--- src/rtl/btn_arb_pkg.sv ---
// Shared types for btn_event_arbiter: FSM state encoding and cooldown counter sizing.
package btn_arb_pkg;

   typedef enum logic [1:0] {
      IDLE     = 2'd0,
      OFFER    = 2'd1,
      COOLDOWN = 2'd2
   } arb_state_e;

   // Bits needed to hold 0..cycles, never less than one.
   function automatic int unsigned cd_cnt_width(input int unsigned cycles);
      if (cycles == 0) return 1;
      return $clog2(cycles + 1);
   endfunction

endpackage

--- src/rtl/btn_event_arbiter_if.sv ---
// Command handshake between the button arbiter and downstream mode/control logic.
interface btn_event_arbiter_if #(
   parameter int unsigned ID_W = 2
);
   logic            cmd_valid;
   logic [ID_W-1:0] cmd_id;
   logic            cmd_ready;

   modport master (output cmd_valid, output cmd_id, input cmd_ready);
   modport slave  (input cmd_valid, input cmd_id, output cmd_ready);
endinterface

--- src/rtl/rr_pick.sv ---
// Combinational grant picker: first set bit above ptr, wrapping; with
// BTN_ARB_FIXED_PRIO_EN defined it is a lowest-index priority encoder.
module rr_pick #(
   parameter int unsigned N_BTN = 4,
   parameter int unsigned ID_W  = 2
) (
   input  logic [N_BTN-1:0] pending,
`ifndef BTN_ARB_FIXED_PRIO_EN
   input  logic [ID_W-1:0]  ptr,
`endif
   output logic             any,
   output logic [ID_W-1:0]  idx
);

   assign any = |pending;

`ifdef BTN_ARB_FIXED_PRIO_EN
   always_comb begin
      idx = '0;
      for (int i = int'(N_BTN) - 1; i >= 0; i--) begin
         if (pending[i]) idx = ID_W'(i);
      end
   end
`else
   logic            hit_hi;
   logic [ID_W-1:0] idx_hi;
   logic [ID_W-1:0] idx_lo;

   // Lowest set bit strictly above ptr wins; otherwise wrap to lowest set bit at or below ptr.
   always_comb begin
      hit_hi = 1'b0;
      idx_hi = '0;
      idx_lo = '0;
      for (int i = int'(N_BTN) - 1; i >= 0; i--) begin
         if (pending[i]) begin
            if (ID_W'(i) > ptr) begin
               hit_hi = 1'b1;
               idx_hi = ID_W'(i);
            end else begin
               idx_lo = ID_W'(i);
            end
         end
      end
      idx = hit_hi ? idx_hi : idx_lo;
   end
`endif

endmodule

--- src/rtl/btn_event_arbiter.sv ---
// Latches button event pulses as pending requests and offers them one at a time
// over a valid/ready command port. Build option: BTN_ARB_FIXED_PRIO_EN (fixed priority).
module btn_event_arbiter
   import btn_arb_pkg::*;
#(
   parameter int unsigned N_BTN           = 4,
   parameter int unsigned COOLDOWN_CYCLES = 1000
) (
   input  logic                 sys_clk,
   input  logic                 rst_n,
   input  logic [N_BTN-1:0]     btn_pulse,
   btn_event_arbiter_if.master  cmd,
   output logic [N_BTN-1:0]     overrun,
   input  logic                 overrun_clr,
   output logic                 busy
);

   localparam int unsigned ID_W = $clog2(N_BTN);
   localparam int unsigned CD_W = cd_cnt_width(COOLDOWN_CYCLES);
   localparam logic [CD_W-1:0] CD_LOAD = CD_W'(COOLDOWN_CYCLES - 1);

   arb_state_e       state_q, state_d;
   logic [N_BTN-1:0] pending_q, pending_d;
   logic [N_BTN-1:0] overrun_d;
   logic [N_BTN-1:0] clr_vec;
   logic [N_BTN-1:0] ovr_evt;
   logic             valid_q, valid_d;
   logic [ID_W-1:0]  id_q, id_d;
   logic [CD_W-1:0]  cd_q, cd_d;
   logic             busy_d;
   logic             accept;
   logic             pick_any;
   logic [ID_W-1:0]  pick_idx;
`ifndef BTN_ARB_FIXED_PRIO_EN
   logic [ID_W-1:0]  ptr_q, ptr_d;
`endif

   assign accept        = valid_q & cmd.cmd_ready;
   assign cmd.cmd_valid = valid_q;
   assign cmd.cmd_id    = id_q;

   rr_pick #(
      .N_BTN (N_BTN),
      .ID_W  (ID_W)
   ) u_pick (
      .pending (pending_q),
`ifndef BTN_ARB_FIXED_PRIO_EN
      .ptr     (ptr_q),
`endif
      .any     (pick_any),
      .idx     (pick_idx)
   );

   // Acceptance clears the granted bit; a same-cycle pulse on that channel re-arms it without overrun.
   always_comb begin
      clr_vec = '0;
      if (accept) clr_vec[id_q] = 1'b1;
      pending_d = (pending_q & ~clr_vec) | btn_pulse;
      ovr_evt   = btn_pulse & pending_q & ~clr_vec;
      overrun_d = (overrun_clr ? '0 : overrun) | ovr_evt;
   end

   // Next-state and registered-output logic.
   always_comb begin
      state_d = state_q;
      valid_d = valid_q;
      id_d    = id_q;
      cd_d    = cd_q;
`ifndef BTN_ARB_FIXED_PRIO_EN
      ptr_d   = ptr_q;
`endif
      unique case (state_q)
         IDLE: begin
            if (pick_any) begin
               state_d = OFFER;
               valid_d = 1'b1;
               id_d    = pick_idx;
`ifndef BTN_ARB_FIXED_PRIO_EN
               ptr_d   = pick_idx;
`endif
            end
         end
         OFFER: begin
            if (accept) begin
               valid_d = 1'b0;
               if (COOLDOWN_CYCLES == 0) begin
                  state_d = IDLE;
               end else begin
                  state_d = COOLDOWN;
                  cd_d    = CD_LOAD;
               end
            end
         end
         COOLDOWN: begin
            if (cd_q == '0) state_d = IDLE;
            else            cd_d    = cd_q - CD_W'(1);
         end
         default: state_d = IDLE;
      endcase
      busy_d = (state_d != IDLE);
   end

   always_ff @(posedge sys_clk or negedge rst_n) begin
      if (!rst_n) begin
         state_q   <= IDLE;
         pending_q <= '0;
         overrun   <= '0;
         valid_q   <= 1'b0;
         id_q      <= '0;
         cd_q      <= '0;
         busy      <= 1'b0;
`ifndef BTN_ARB_FIXED_PRIO_EN
         ptr_q     <= ID_W'(N_BTN - 1);
`endif
      end else begin
         state_q   <= state_d;
         pending_q <= pending_d;
         overrun   <= overrun_d;
         valid_q   <= valid_d;
         id_q      <= id_d;
         cd_q      <= cd_d;
         busy      <= busy_d;
`ifndef BTN_ARB_FIXED_PRIO_EN
         ptr_q     <= ptr_d;
`endif
      end
   end

endmodule

--- src/flat_wrapper.sv ---
// flat-port wrapper written by rule: the top's interface ports become plain ports
module btn_event_arbiter_flat import btn_arb_pkg::*;
#(
   parameter int unsigned N_BTN           = 4,
   parameter int unsigned COOLDOWN_CYCLES = 1000
)
  (sys_clk, rst_n, btn_pulse, overrun, overrun_clr, busy, cmd_cmd_valid, cmd_cmd_id, cmd_cmd_ready);
  btn_event_arbiter_if cmd_i ();
  input  logic sys_clk;
  input  logic rst_n;
  input  logic [N_BTN-1:0] btn_pulse;
  output logic [N_BTN-1:0] overrun;
  input  logic overrun_clr;
  output logic busy;
  output wire logic [$bits(cmd_i.cmd_valid)-1:0] cmd_cmd_valid;
  output wire logic [$bits(cmd_i.cmd_id)-1:0] cmd_cmd_id;
  input wire logic [$bits(cmd_i.cmd_ready)-1:0] cmd_cmd_ready;
  assign cmd_cmd_valid = cmd_i.cmd_valid;
  assign cmd_cmd_id = cmd_i.cmd_id;
  assign cmd_i.cmd_ready = cmd_cmd_ready;
  btn_event_arbiter #(.N_BTN(N_BTN), .COOLDOWN_CYCLES(COOLDOWN_CYCLES)) u_core (.sys_clk(sys_clk), .rst_n(rst_n), .btn_pulse(btn_pulse), .cmd(cmd_i), .overrun(overrun), .overrun_clr(overrun_clr), .busy(busy));
endmodule
--- config.mk ---
export PLATFORM = sky130hd
export DESIGN_NAME = btn_event_arbiter_flat
export DESIGN_NICKNAME = d
export VERILOG_FILES = /design/src/rtl/btn_arb_pkg.sv /design/src/rtl/btn_event_arbiter_if.sv /design/src/rtl/rr_pick.sv /design/src/rtl/btn_event_arbiter.sv /design/src/flat_wrapper.sv
export SDC_FILE = /design/constraint.sdc
export NUM_CORES = 1
export LEC_CHECK = 0
export CORE_MARGIN = 3
export CORE_UTILIZATION = 50
export DETAILED_ROUTE_END_ITERATION = 7
export GPL_ROUTABILITY_DRIVEN = 0
export PLACE_DENSITY_LB_ADDON = 0.1
export SYNTH_ARGS = -nofsm -noshare
export SYNTH_HDL_FRONTEND = slang
export SYNTH_SLANG_ARGS = --single-unit
export TNS_END_PERCENT = 1
--- constraint.sdc ---
create_clock -name sys_clk -period 1.98 [get_ports sys_clk]
set_input_delay 0.594 -clock sys_clk [delete_from_list [all_inputs] [get_ports sys_clk]]
set_output_delay 0.594 -clock sys_clk [all_outputs]
set_load 0.05 [all_outputs]
==> results of run 1 <==
==> worst max-delay path, cell delays in order (launching register included) <==
cell and delay (ps):
sky130_fd_sc_hd__dfrtp_1 420, sky130_fd_sc_hd__inv_2 90, sky130_fd_sc_hd__ha_4 140, sky130_fd_sc_hd__or4b_4 510
sky130_fd_sc_hd__or3_4 420, sky130_fd_sc_hd__a311oi_2 270, sky130_fd_sc_hd__nor3_1 80
==> power by group <==
part | total [uW] | internal, uW | switching, uW
logic | 1120 | 460 | 660
registers | 800 | 675 | 125
clock network | 374 | 205 | 170
==> sequential cells by signal, summed over array words and instances, names as in the netlist <==
name                  count
u_core.busy               1
u_core.cd_q              10
u_core.cmd.cmd_id         2
u_core.cmd.cmd_valid      1
u_core.overrun            4
u_core.pending_q          4
u_core.ptr_q              2
u_core.state_q            2
==> metrics by stage <==
stage	TNS [ps]	cell area (um^2)	worst slack, ps
after floorplan	0	1440	41.2
after global routing	-251	1810	-115
final	-47.3	1810	-47.3
after detailed placement	-351	1720	-99.3
after CTS	-21.4	1790	-21.4
after global placement	-51.9	1720	-36.2
==> timing repair <==
item | CTS | global route
buffers inserted | 0 | 1
setup endpoints to repair | 6 | 8
gates resized for setup | 3 | 2
pin swaps | 1 | 4
==> cell usage in the layout, fill, tap and decap left out, drive strengths merged, types with 3 or more instances in the layout <==
cell type / instances
nor3: 3
dfrtp: 24
a21o: 3
o31ai: 5
clkbuf: 3
inv: 18
nand2: 12
o21ai: 9
nor2: 8
buf: 28
clkdlybuf4s50: 7
o22ai: 4
ha: 5
a31oi: 3
a21oi: 6
nand3: 6
nor4: 4
==> cell families (layout without fill, tap and decap cells) <==
logic type / Yosys count / in the layout
AO/OA/AOI/OAI: 48 / 48
adder cells (fa/ha/maj): 5 / 5
buffers and inverters: 22 / 57
flip-flops: 26 / 26
AND/OR/NAND/NOR: 49 / 49
==> metal layers <==
layer,wire [um],GRT usage,vias to the layer above
li1,-,-,622
met1,1590,0.291,593
met2,1390,0.303,42
met3,174,0.0305,4
met4,43,0.0823,0
met5,0,0,-
==> cell type report <==
| cell class | count | area (um^2) | share of cell area |
|---|---|---|---|
| well taps | 30 | 37.5 | 0.0208 |
| multi-input cells | 102 | 717 | 0.397 |
| inverters | 18 | 67.6 | 0.0374 |
| clock inverters | 1 | 30.0 | 0.0166 |
| clock buffers | 3 | 22.5 | 0.0125 |
| repair buffers | 35 | 280 | 0.155 |
| flip-flops and latches | 26 | 653 | 0.361 |
==> worst max-delay path by stage <==
stage	from	to	slack, ps
after floorplan	u_core.cd_q[0]	u_core.cd_q[5]	40
after global placement	cmd_cmd_ready	u_core.cd_q[2]	-40
after detailed placement	cmd_cmd_ready	u_core.cd_q[0]	-100
after CTS	u_core.cd_q[1]	u_core.cd_q[5]	-20
after global routing	u_core.cd_q[0]	u_core.cd_q[5]	-110
final	u_core.cd_q[1]	u_core.cd_q[5]	-50
==> metrics.txt, run 1 <==
combinational family with the most area after synthesis compound AO/OA/AOI/OAI gates; Layout Area Growth over Synthesis 25.8%; worst voltage drop across the vdd grid 1.14 mV; worst hold margin 522 ps; overall routing resource usage 0.202; Post-Syn Area 1440 um^2; fraction of synthesized cell area in xor and xnor cells 0; CTS clock-pin slew for the worst setup and hold paths 150 ps; hold path endpoint u_core.ptr_q[0]; Primary FF master, synth sky130_fd_sc_hd__dfrtp_1; average via count per standard cell 5.87; # DRC 0; count of antenna diodes in the layout 0; maximum clock skew at final layout 7.34 ps; static leakage 0.000764 uW; Iter 0 DRT Violations 73; Synth Area in Compound Gates 0.254; I/O pin total 16; violations in the final reports setup timing; gr ovfl total 0; final count of pins violating max slew 0; power density relative to cell area 1270 nW/um^2; number of cells on the worst reg-to-reg path 6; most common cell in the synthesized netlist sky130_fd_sc_hd__dfrtp_1; commonest cells in the netlist sky130_fd_sc_hd__dfrtp_1 (24), sky130_fd_sc_hd__inv_1 (18), sky130_fd_sc_hd__nand2_1 (12); simple logic cell fraction of the synthesized area 0.185; portion of netlist area occupied by mux cells 0; worst-path maximum fanout 4; number of non-filler instances in the completed layout 215; Cells on Worst Hold Path 2; reg2reg setup slack -50 ps; number of synthesized register bits 26; biggest area consumer among synthesized cells sky130_fd_sc_hd__dfrtp_1; result of the run finished with violations; setup repair after global routing missed its margin true; utilization of the core after routing 0.692; period utilization 1.02; Synth warnings 0; timing-limited maximum frequency 493 MHz; Worst R2R End u_core.cd_q[5]; die area 3550 um^2; Min-Delay Path Class reg -> reg; insertion delay to the later sink of the worst-skew pair 330 ps; asr flop ratio synth 1.00; crit end category flop; post-synthesis instance total 150; Initial Utilization 0.550; count of cell types in the netlist 48; remaining antenna violation count 0; count of buffers from port buffering 15; Avg Synthesized Cell Area 9.58 um^2; number of hold buffers added after cts 0; Critical Path Source Type flop; max-capacitance violation count 0; post-layout power 2290 uW; Critical Path RT 2210 ps; maximum number of pins on one net before global-route repair 27; clock root buffer master sky130_fd_sc_hd__clkbuf_4; number of CTS-inserted buffers 3; Final HPWL DP 2450 um; clk sink count 26; Post-synth EDFFs 0; drt pass-1 iters 4; r2r startpoint u_core.cd_q[1]; portion of the post-synthesis area used by sequential elements 0.454; core area 2610 um^2; Max H-tree Level 1; ranking of synthesized cells by area sky130_fd_sc_hd__dfrtp_1 (42%), sky130_fd_sc_hd__inv_1 (4.7%), sky130_fd_sc_hd__ha_1 (4.4%); critical path class reg -> reg; clock tree from TritonCTS done; startpoint of the worst hold path u_core.ptr_q[0]; post-DR wirelength/cell 14.9 um; initial antenna violation count 0; Critical Path AT 2250 ps; Synth Area in Adders 0.0435; post-layout min period 2030 ps; remaining max-slew budget at the tightest pin 0.506; Std-Cell Rows 18; die span in y 59.6 um; share of the synthesized area in the top cell type 0.418; wire length after detailed routing 3200 um; Hold Violations, Final 0; worst path setup slack after routing -47.3 ps; fraction of layout instances using a drive strength above 1 0.249; Cells after DPL 210; number of buffers on the longest clock path 2; # nets final 199; total of endpoints with negative setup slack in the final report 1; via count of the first global-routing pass 1,219; via count of the routed design 1,261; wire length of the first global-routing pass 5410 um; layout filler cell count 199; Mapped Nets 163; x dimension of the die 59.6 um; worst slew pin tran 733 ps
No activity file was read; power rests on OpenSTA's default activity.
==> run 2, diff against run 1 <==
--- a/config.mk
+++ b/config.mk
@@ -7,9 +7,11 @@
 export LEC_CHECK = 0
 export CORE_MARGIN = 3
 export CORE_UTILIZATION = 50
+export CTS_CLUSTER_SIZE = 10
 export DETAILED_ROUTE_END_ITERATION = 7
 export GPL_ROUTABILITY_DRIVEN = 0
-export PLACE_DENSITY_LB_ADDON = 0.1
+export PLACE_DENSITY_LB_ADDON = 0.25
+export SKIP_CTS_REPAIR_TIMING = 1
 export SYNTH_ARGS = -nofsm -noshare
 export SYNTH_HDL_FRONTEND = slang
 export SYNTH_SLANG_ARGS = --single-unit
==> run 2 against run 1 <==
Compared with the run above:
- the flow now finishes without violations
- clock power down 39%
- routed wire length fell by 1.3%
- fmax rose by 4.3%
- critical path type unchanged
==> metrics.txt, run 2 (synthesis gave the netlist of run 1 again) <==
result of the run completed; total of endpoints with negative setup slack in the final report 0; clk sink count 26; I/O pin total 16; remaining max-slew budget at the tightest pin 0.654; number of CTS-inserted buffers 3; Hold Violations, Final 0; gr ovfl total 0; # nets final 200; post-DR wirelength/cell 14.6 um; Critical Path AT 2160 ps; final instance area 1790 um^2; setup repair after global routing missed its margin true; fraction of layout instances using a drive strength above 1 0.258; number of flip-flops in the largest register 10; average via count per standard cell 5.88; Layout Area Growth over Synthesis 24.7%; Regs by FF count u_core.cd_q x10, u_core.overrun x4, u_core.pending_q x4; x dimension of the die 59.6 um; Final HPWL DP 2430 um; worst-path maximum fanout 4; count of antenna diodes in the layout 0; wire length after detailed routing 3160 um; largest stage delay on the critical path 500 ps; core area 2610 um^2; worst setup path start u_core.cd_q[1]; Std-Cell Rows 18; cells along the critical path inv_2, ha_4, or4b_4, or3_4, a311oi_2, nor3_1; wire length of the first global-routing pass 5380 um; drt pass-1 iters 4; crit path max-delay cell type sky130_fd_sc_hd__or4b_4; critical path class reg -> reg; CTS clock-pin slew for the worst setup and hold paths 130 ps; die span in y 59.6 um; maximum clock skew at final layout 5.28 ps; count of buffers from port buffering 15; static leakage 0.000756 uW; overall routing resource usage 0.198; most frequent standard cell in the layout excluding fill and tap cells sky130_fd_sc_hd__buf_4; Max H-tree Level 1; Initial Utilization 0.550; Critical Path Source Type flop; clock tree from TritonCTS done; register bank with the most flops u_core.cd_q; commonest non-fill, non-tap cells in the layout sky130_fd_sc_hd__buf_4 (29), sky130_fd_sc_hd__dfrtp_1 (24), sky130_fd_sc_hd__inv_1 (16); maximum number of pins on one net before global-route repair 27; startpoint of the worst hold path u_core.ptr_q[0]; # DRC 0; worst voltage drop across the vdd grid 1.08 mV; crit end category flop; power density relative to cell area 1210 nW/um^2; post-layout min period 1940 ps; Cells after DPL 211; Critical Path RT 2190 ps; number of buffers on the longest clock path 2; initial antenna violation count 0; worst slew pin tran 513 ps; Iter 0 DRT Violations 64; number of non-filler instances in the completed layout 216; r2r startpoint u_core.cd_q[1]; final count of pins violating max slew 0; via count of the first global-routing pass 1,267; placed instance area 1730 um^2; Min-Delay Path Class reg -> reg; clock root buffer master sky130_fd_sc_hd__clkbuf_4; via count of the routed design 1,269; insertion delay to the later sink of the worst-skew pair 310 ps; die area 3550 um^2; timing-limited maximum frequency 515 MHz; worst hold margin 527 ps; layout filler cell count 216; period utilization 0.982; remaining antenna violation count 0; max-capacitance violation count 0
[run 2: changes by cell type in the layout (fill, tap and decap cells not counted), sizes merged]
| cell | before | now |
|---|---|---|
| clkbuf | 3 | 4 |
| buf | 28 | 29 |
| bufinv | 1 | 0 |
[run 2: critical path, delay by kind of cell, from the launching register on]
family | cells | cell delay (ps)
simple gates | 3 | 970
fa+ha+maj | 1 | 120
flops | 1 | 420
buf+inv | 1 | 80
compound gates | 1 | 270
[run 2: metrics by stage]
stage                     total power, uW  setup slack [ps]  setup TNS, ps  utilization
final                                2170              36.5              0        0.686
after global routing                 2330             -20.8          -20.8        0.686
after CTS                            2150             -50.0          -92.5        0.673
after detailed placement             1920              -158           -617        0.663
after global placement               1890             -47.1           -122        0.663
after floorplan                      1510              41.2              0            -
[run 2: where the power goes]
| group | internal [uW] | total, uW | switching [uW] |
|---|---|---|---|
| Clock | 78.7 | 227 | 148 |
| Combinational | 479 | 1140 | 661 |
| Sequential | 674 | 799 | 125 |
[run 2: path summary, 6_finish.rpt]
check,cells past startpoint,slack (ps),endpoint
setup / recovery,6,40,u_core.cd_q[5]
hold / removal,2,530,u_core.ptr_q[0]
setup reg to reg,6,40,u_core.cd_q[5]
hold reg to reg,2,530,u_core.ptr_q[0]
max in group asynchronous,2,1050,u_core.ptr_q[1]
min in group asynchronous,2,630,u_core.overrun[3]
[run 2: routing by layer]
layer	track usage	share of wire	up-vias
met5	0	0	-
met4	0.0475	0.0057	0
met3	0.0283	0.045	2
met2	0.373	0.51	38
met1	0.234	0.44	609
li1	-	-	620
[run 2: area by class of cell]
type                       count  area (um^2)  share of cell area
inverter                      18         67.6              0.0377
clock buffer                   4         26.3              0.0147
timing repair buffer          36          288               0.161
sequential                    26          653               0.364
tap                           30         37.5              0.0209
multi-input combinational    102          721               0.402
